## src/rtl/branch_tracker.sv

```systemverilog
// branch_tracker
// Holds each fetched instruction's BTB prediction in an in-order FIFO until
// the resolution stage reports its outcome. It then drives the BTB update
// port and, on a misprediction, flushes the front end with a restart PC.
//
// Ports:
//   clk, reset          clock and asynchronous active-high reset
//   stall               freezes all state (no push, no pop)
//   if_valid/if_pc      instruction fetched this cycle
//   pred_hit/pred_pc    BTB prediction for if_pc
//   res_valid/res_*     outcome of the oldest in-flight instruction
//   upd_*               registered BTB update (is_branch/is_taken pulses)
//   flush/redirect_pc   one-cycle flush pulse and fetch restart PC
//   full/empty          FIFO occupancy flags
//   overflow            sticky: a push was dropped because the FIFO was full
//   mispredict_count    saturating count of mispredictions
module branch_tracker #(
  parameter int DEPTH = 8
) (
  input  logic        clk,
  input  logic        reset,
  input  logic        stall,
  input  logic        if_valid,
  input  logic [31:0] if_pc,
  input  logic        pred_hit,
  input  logic [31:0] pred_pc,
  input  logic        res_valid,
  input  logic        res_is_branch,
  input  logic        res_taken,
  input  logic [31:0] res_target,
  output logic        upd_is_branch,
  output logic        upd_taken,
  output logic [31:0] upd_pc,
  output logic [31:0] upd_target,
  output logic        flush,
  output logic [31:0] redirect_pc,
  output logic        full,
  output logic        empty,
  output logic        overflow,
  output logic [15:0] mispredict_count
);

  localparam int PW = (DEPTH > 1) ? $clog2(DEPTH) : 1;
  localparam int CW = PW + 1;

  logic [31:0] pc_mem   [DEPTH];
  logic        hit_mem  [DEPTH];
  logic [31:0] pred_mem [DEPTH];

  logic [PW-1:0] wr_q, wr_d;
  logic [PW-1:0] rd_q, rd_d;
  logic [CW-1:0] cnt_q, cnt_d;
  logic          ovf_q, ovf_d;
  logic [15:0]   mcnt_q, mcnt_d;

  logic        upd_is_branch_q, upd_taken_q, flush_q;
  logic [31:0] upd_pc_q, upd_target_q, redirect_q;

  logic        push, pop, do_write;
  logic        head_hit, actual_taken, mispredict;
  logic [31:0] head_pc, head_pred, redirect_d;

  assign full  = (cnt_q == CW'(DEPTH));
  assign empty = (cnt_q == '0);

  assign push = if_valid & ~stall;
  assign pop  = res_valid & ~stall & ~empty;

  assign head_pc      = pc_mem[rd_q];
  assign head_hit     = hit_mem[rd_q];
  assign head_pred    = pred_mem[rd_q];
  assign actual_taken = res_is_branch & res_taken;

  // Wrong direction either way, or right direction but wrong target.
  assign mispredict = (head_hit ^ actual_taken) |
                      (head_hit & actual_taken & (head_pred != res_target));

  // Predicted taken but fell through: restart at the sequential PC.
  assign redirect_d = (head_hit & ~actual_taken) ? (head_pc + 32'd4) : res_target;

  // A mispredict empties the FIFO and swallows any same-cycle push, so the
  // wrong-path fetch neither enters the buffer nor counts as overflow.
  always_comb begin
    wr_d     = wr_q;
    rd_d     = rd_q;
    cnt_d    = cnt_q;
    ovf_d    = ovf_q;
    mcnt_d   = mcnt_q;
    do_write = 1'b0;
    if (pop && mispredict) begin
      wr_d  = '0;
      rd_d  = '0;
      cnt_d = '0;
      if (mcnt_q != 16'hFFFF) mcnt_d = mcnt_q + 16'd1;
    end else begin
      if (pop) rd_d = rd_q + PW'(1);
      if (push && (!full || pop)) begin
        do_write = 1'b1;
        wr_d     = wr_q + PW'(1);
      end else if (push) begin
        ovf_d = 1'b1;
      end
      if (do_write && !pop)      cnt_d = cnt_q + CW'(1);
      else if (!do_write && pop) cnt_d = cnt_q - CW'(1);
    end
  end

  // Entry storage needs no reset: the pointers and count decide validity.
  always_ff @(posedge clk) begin
    if (do_write) begin
      pc_mem[wr_q]   <= if_pc;
      hit_mem[wr_q]  <= pred_hit;
      pred_mem[wr_q] <= pred_pc;
    end
  end

  // Pulses are recomputed every cycle (pop is already gated by stall), so
  // they last exactly one cycle even when a stall follows them.
  always_ff @(posedge clk or posedge reset) begin
    if (reset) begin
      wr_q            <= '0;
      rd_q            <= '0;
      cnt_q           <= '0;
      ovf_q           <= 1'b0;
      mcnt_q          <= '0;
      upd_is_branch_q <= 1'b0;
      upd_taken_q     <= 1'b0;
      upd_pc_q        <= '0;
      upd_target_q    <= '0;
      flush_q         <= 1'b0;
      redirect_q      <= '0;
    end else begin
      wr_q            <= wr_d;
      rd_q            <= rd_d;
      cnt_q           <= cnt_d;
      ovf_q           <= ovf_d;
      mcnt_q          <= mcnt_d;
      upd_is_branch_q <= pop & res_is_branch;
      upd_taken_q     <= pop & res_taken;
      flush_q         <= pop & mispredict;
      if (pop) begin
        upd_pc_q     <= head_pc;
        upd_target_q <= res_target;
      end
      if (pop && mispredict) redirect_q <= redirect_d;
    end
  end

  assign upd_is_branch    = upd_is_branch_q;
  assign upd_taken        = upd_taken_q;
  assign upd_pc           = upd_pc_q;
  assign upd_target       = upd_target_q;
  assign flush            = flush_q;
  assign redirect_pc      = redirect_q;
  assign overflow         = ovf_q;
  assign mispredict_count = mcnt_q;

endmodule

```

## config.mk

```make
export PLATFORM = sky130hd
export DESIGN_NAME = branch_tracker
export DESIGN_NICKNAME = d
export VERILOG_FILES = /design/src/rtl/branch_tracker.sv
export SDC_FILE = /design/constraint.sdc
export NUM_CORES = 1
export LEC_CHECK = 0
export CAP_MARGIN = 25
export CORE_ASPECT_RATIO = 0.8
export CORE_MARGIN = 2
export CORE_UTILIZATION = 27
export CTS_CLUSTER_SIZE = 24
export DETAILED_ROUTE_END_ITERATION = 6
export REMOVE_ABC_BUFFERS = 1
export SLEW_MARGIN = 20
export SYNTH_ARGS = -nofsm -noshare
export SYNTH_HDL_FRONTEND = slang
export SYNTH_SLANG_ARGS = --single-unit
```

## constraint.sdc

```tcl
create_clock -name clk -period 22.7 [get_ports clk]
set_input_delay 4.54 -clock clk [delete_from_list [all_inputs] [get_ports clk]]
set_output_delay 4.54 -clock clk [all_outputs]
set_load 0.01 [all_outputs]
```

==> flow_summary_export.csv <==
group,metric,value,unit
power,p_leak,10.75,nW
timing,post-route-min-period,8.842,ns
route,drt-total-wl,71580,um
placed_design,place.detailed.hpwl,47000,um
synthesis,ys_ff_latch,646,
power,total_power,0.003930,W
synthesis,synth_top_area_cell,"edfxtp_1",
synthesis,synth_cells,1499,
critical_path,cp_num_buf_inv,4,
synthesis,yosysUniqueCellTypes,60,
timing,max_freq,113.1,MHz
synthesis,ys_top_cells_by_count,"520 x edfxtp_1, 157 x nand2_1, 127 x mux2i_1",
finish,syn_to_final_growth,23.44,%
floorplan,rows,101,
grt,grt_pass1_vias,14370,
timing,relSlewSlack,0.3680,
timing,setup-violations-final,0,
clock_network,cts_root_buf,"clkbuf_16",
timing,period_share,0.3895,
clock_network,cts_buffers,71,
clock_network,post_cts_resized,0,
route,wl_per_cell,23.10,um
synthesis,seq_area_frac_synth,0.7225,
grt,gr-usage-all-layers,0.1440,
timing,fin_skew,0.02908,ns
finish,layout.nets,1866,
critical_path,cp.required,22.93,ns
floorplan,die-area,0.09872,mm2
timing,setup_tns,0,ns
power,ir_drop,73.33,uV
synthesis,ys.flop_type,"edfxtp_1",
critical_path,path_class,"in2reg",
route,drt_first_pass_iters,5,
timing,slew_violations,0,
floorplan,io_pins,222,
timing,hold_viol_final,0,
placed_design,place.gp.congestion,0.7685,
synthesis,synth_warnings,0,
clock_network,cts_tree,"built",
clock_network,clkSinkCount,646,
route,viasPerCell,4.619,
power,powerDensity,122.6,mW/mm2
clock_network,postCtsSetupBuffers,0,
critical_path,crit_path_start_kind,"input pin",
critical_path,slowest_delay,0.69,ns
floorplan,die_h,281.4,um
synthesis,postSynthAreaPerCell,17.33,um2
min_path,hp-class,"reg2reg",
floorplan,coreArea,0.09516,mm2
clock_network,hold_buffers,0,
route,drc,0,
placed_design,io_buffers,221,
synthesis,synth_top_area_share,0.6012,
run_status,status,"completed",
critical_path,end_kind,"flip-flop",
route,ant_nets,0,
critical_path,critical_path.slowest_cell,"nor4_1",
critical_path,worstPathMaxFanout,41,
clock_network,clock_path_buffers,3,
critical_path,cp_data_arrival_time,9.08,ns
synthesis,synthArstFlopShare,0.1950,
grt,grt_start_max_net_pins,84,
route,detail_route.iter0.violations,1555,
finish,drive_above_1_share,0.1515,
timing,grt_setup_unrepaired,"false",
critical_path,path_cells,"clkdlybuf4s50_1 -> xnor2_1 -> nor4_1 -> nand4_1 -> o41ai_4 -> a21oi_4 -> buf_4 -> or3b_4 -> nor2_4 -> buf_16 -> buf_4",
floorplan,start_util,0.2730,
clock_network,h-tree-depth,3,
grt,grt_first_pass_wirelength,101900,um
synthesis,synth_area,0.02597,mm2
flow_run,drv_cap,0,
synthesis,yosysMostFrequentCell,"edfxtp_1",
grt,grt_overflow,0,
synthesis,synth.area.top_cells,"edfxtp_1 60%, dfrtp_1 12%, mux4_2 8.5%, mux2i_1 4.9%, nand2_1 2.3%",
clock_network,clkTransAtPathRegs,0.06,ns
critical_path,cp_common_cell,"buf_4",
critical_path,cp_top_family,"simple AND/OR/NAND/NOR gates",
grt,antenna_found_initial,15,
route,num_vias,14310,
timing,worst_slew_pin_slew,0.9480,ns
clock_network,clk_latency,0.61,ns
floorplan,die_w,350.8,um
synthesis,synth_edf_count,520,
finish,fillCellCount,8990,
## path summary, 6_finish.rpt
kind / start / to / slack (ns) / cells past startpoint
worst max-delay path: res_target[18] / pc_mem[2][7]$_DFFE_PP_ / 13.86 / 11
worst min-delay path: overflow$_DFFE_PP0P_ / overflow$_DFFE_PP0P_ / 0.46 / 1
worst max register to register: rd_q[1]$_DFFE_PP0P_ / pc_mem[2][7]$_DFFE_PP_ / 15.20 / 14
worst min register to register: overflow$_DFFE_PP0P_ / overflow$_DFFE_PP0P_ / 0.46 / 1
max in group asynchronous: reset / rd_q[1]$_DFFE_PP0P_ / 17.00 / 4
min in group asynchronous: reset / upd_pc[1]$_DFFE_PP0N_ / 4.43 / 2
## final cells by class
| class | count | area [um2] | area share |
|---|---|---|---|
| Sequential cell | 646 | 18780 | 0.5856 |
| Inverter | 11 | 46.29 | 0.001444 |
| Tap cell | 1287 | 1610 | 0.05022 |
| Timing Repair Buffer | 254 | 2522 | 0.07867 |
| Antenna cell | 2 | 5.005 | 0.0001561 |
| Multi-Input combinational cell | 769 | 6768 | 0.2111 |
| Clock buffer | 93 | 1963 | 0.06122 |
| Clock inverter | 36 | 372.9 | 0.01163 |
## stage by stage
step	util	worst slack (ns)	hold WS, ns	area [um2]	instances
3_3_place_gp	0.3115	12.79	0.4474	29640	2963
5_1_grt	0.3369	13.68	0.4815	32060	3096
2_1_floorplan	-	10.88	0.5032	25510	1426
6_report	0.3370	13.86	0.4643	32060	3098
3_5_place_dp	0.3121	13.05	0.4584	29700	2966
4_1_cts	0.3366	13.71	0.4724	32030	3095
## state kept, by name, summed over array words and instances, names as in the netlist
register	cells
cnt_q	4
flush	1
hit_mem	8
mispredict_count	16
overflow	1
pc_mem	256
pred_mem	256
rd_q	3
redirect_pc	32
upd_is_branch	1
upd_pc	32
upd_taken	1
upd_target	32
wr_q	3
## cells by family after synthesis
logic type	Yosys count	share of synthesized area
adder cells (fa/ha/maj)	9	0.004624
AO/OA/AOI/OAI	127	0.03237
AND/OR/NAND/NOR	329	0.05968
buffers and inverters	84	0.01956
XOR/XNOR	72	0.02428
multiplexers	232	0.1369
flip-flops	646	0.7225
## placed cells by master (no fill, tap or decap), types with 12 or more instances in the layout
cell type,instances
a211oi_1,14
a21oi_1,36
a22o_1,14
buf_4,28
clkbuf_1,15
clkbuf_16,74
clkdlybuf4s50_1,221
dfrtp_1,123
edfxtp_1,520
mux2i_1,127
mux4_2,98
nand2_1,157
nand3_1,13
nor2_1,59
nor2b_1,17
nor4_1,17
o21ai_0,35
xnor2_1,60
xor2_1,12
## worst reg2reg max path: stages, from the launching register on
cell and delay (ns):
dfrtp_4 0.96, buf_4 0.84, buf_4 0.69, mux4_2 0.60, mux2i_1 0.25, xnor2_1 0.12, nor4_1 0.71, nand4_1 0.40
o41ai_4 0.40, a21oi_4 0.09, buf_4 0.28, or3b_4 0.51, nor2_4 0.49, buf_16 0.24, buf_4 0.51
## metal layers
| layer | vias up | GRT usage | part of all wire |
|---|---|---|---|
| li1 | 6306 | - | - |
| met1 | 7396 | 0.2006 | 0.44 |
| met2 | 481 | 0.2256 | 0.46 |
| met3 | 105 | 0.03635 | 0.075 |
| met4 | 22 | 0.03389 | 0.018 |
| met5 | - | 0 | 0.0021 |
## report_power, final
part | total, W | internal [W] | switching, W
Sequential | 0.00156 | 0.00144 | 0.000119
Combinational | 0.00122 | 0.000540 | 0.000681
Clock | 0.00115 | 0.000674 | 0.000477
Total | 0.00393 | 0.00265 | 0.00128
Power figures use the tool's default switching activity.
==> edit: new RTL, same settings <==
Change the parameter `DEPTH` from 8 to 4.
--- a/src/rtl/branch_tracker.sv
+++ b/src/rtl/branch_tracker.sv
@@ -16,5 +16,5 @@
 //   mispredict_count    saturating count of mispredictions
 module branch_tracker #(
-  parameter int DEPTH = 8
+  parameter int DEPTH = 4
 ) (
   input  logic        clk,
Formal check against the unedited RTL: same outputs for any inputs over 4 cycles, from zero or initial values and one cycle with reset high; that may be too few to reach the edited logic, so the function may still have changed.
==> edit against the unedited design <==
First-iteration DRC count fell by 63%; largest cell class unchanged; sequential power decreased by 37%; area after synthesis down 39%; sequential cell count fell by 263; die area decreased by 39%; wire length down 41%; clock skew is 0.011 ns lower; count of clock-buffer cells in the layout is 40 lower; cell area down 37%; critical path type unchanged; power decreased by 38%; worst hold slack gained 0.0085 ns; setup slack better by 1.4 ns; critical endpoint is now pc_mem[2][16].
==> edit: results (changes against the unedited design) <==
* DRT iter0 DRCs at 581 (-63%)
* Top cells by area, synth: edfxtp_1 (49%), dfrtp_1 (19%), mux4_2 (9.3%), nand2_1 (4.9%), xnor2_1 (3.7%)
* Vias in the first global route at 9464 (-34%)
* Comb power frac at 30.6% (-0.5 points)
* Post-synth EDFFs at 260 (-50%)
* GRT Overall Usage at 14.1% (-0.29 points)
* Critical path peak fanout at 33 (-20%)
* Synth top cells by count: edfxtp_1 (260), nand2_1 (205), dfrtp_1 (123)
* Htree depth at 2 (-1)
* Placed cell count at 1976 (-33%)
* Drt wl/cell at 20.7 um (-11%)
* Fraction of registers with async set/reset at 32.1% (+13 points)
* Max VDD drop at 0.0532 mV (-28%)
* Status: finished, final reports clean
* Top flop regs: pc_mem x128, pred_mem x128
* Skew final at 0.0185 ns (-0.0106 ns)
* Sw Ratio at 30.6% (-1.9 points)
* First-pass GRT wire length at 62400 um (-39%)
* CP Capture Point: pc_mem[2][16]
* Crit path time final at 7.48 ns (-1.36 ns)
* Slew @ Worst Pin at 0.953 ns (+0.00487 ns)
* Clk Latency, worst-skew pair at 0.56 ns (-0.05 ns)
* WL met1 at 19300 um (-39%)
* Critical path arrival at 7.67 ns (-1.41 ns)
* Placed Instance Area at 18800 um2 (-37%)
* Reg-to-reg slack, setup at 17.58 ns (+2.38 ns)
* Synth Area in XOR/XNOR at 3.99% (+1.6 points)
* Worst r2r src: rd_q[0]
* Synthesized-area fraction occupied by adder cells at 0.761% (+0.30 points)
* Met2 wire len at 19800 um (-40%)
-- edit: cell types whose count changed after synthesis, moves of 13 or more --
cell      delta
mux2_4      +27
nand2_1     +48
nor2b_1     -13
mux2i_1    -123
edfxtp_1   -260
mux4_2      -33
a211oi_1    -14
nor4_1      -13
o21ai_0     -27
a22o_1      -13
nor2_1      -22
-- edit: layout make-up --
cell class,count,area (um2)
Antenna cell,1,2.50
Clock buffer,53,1120
Sequential cell,383,10900
Clock inverter,25,320
Inverter,13,55.1
Tap cell,769,962
Fill cell,5470,37700
Timing Repair Buffer,233,2300
Multi-Input combinational cell,578,4620
-- edit: cells by family after synthesis --
family                   after synthesis
AND/OR/NAND/NOR                      344
XOR/XNOR                              72
flip-flops                           383
AO/OA/AOI/OAI                         52
adder cells (fa/ha/maj)                9
multiplexers                         101
buffers and inverters                 57
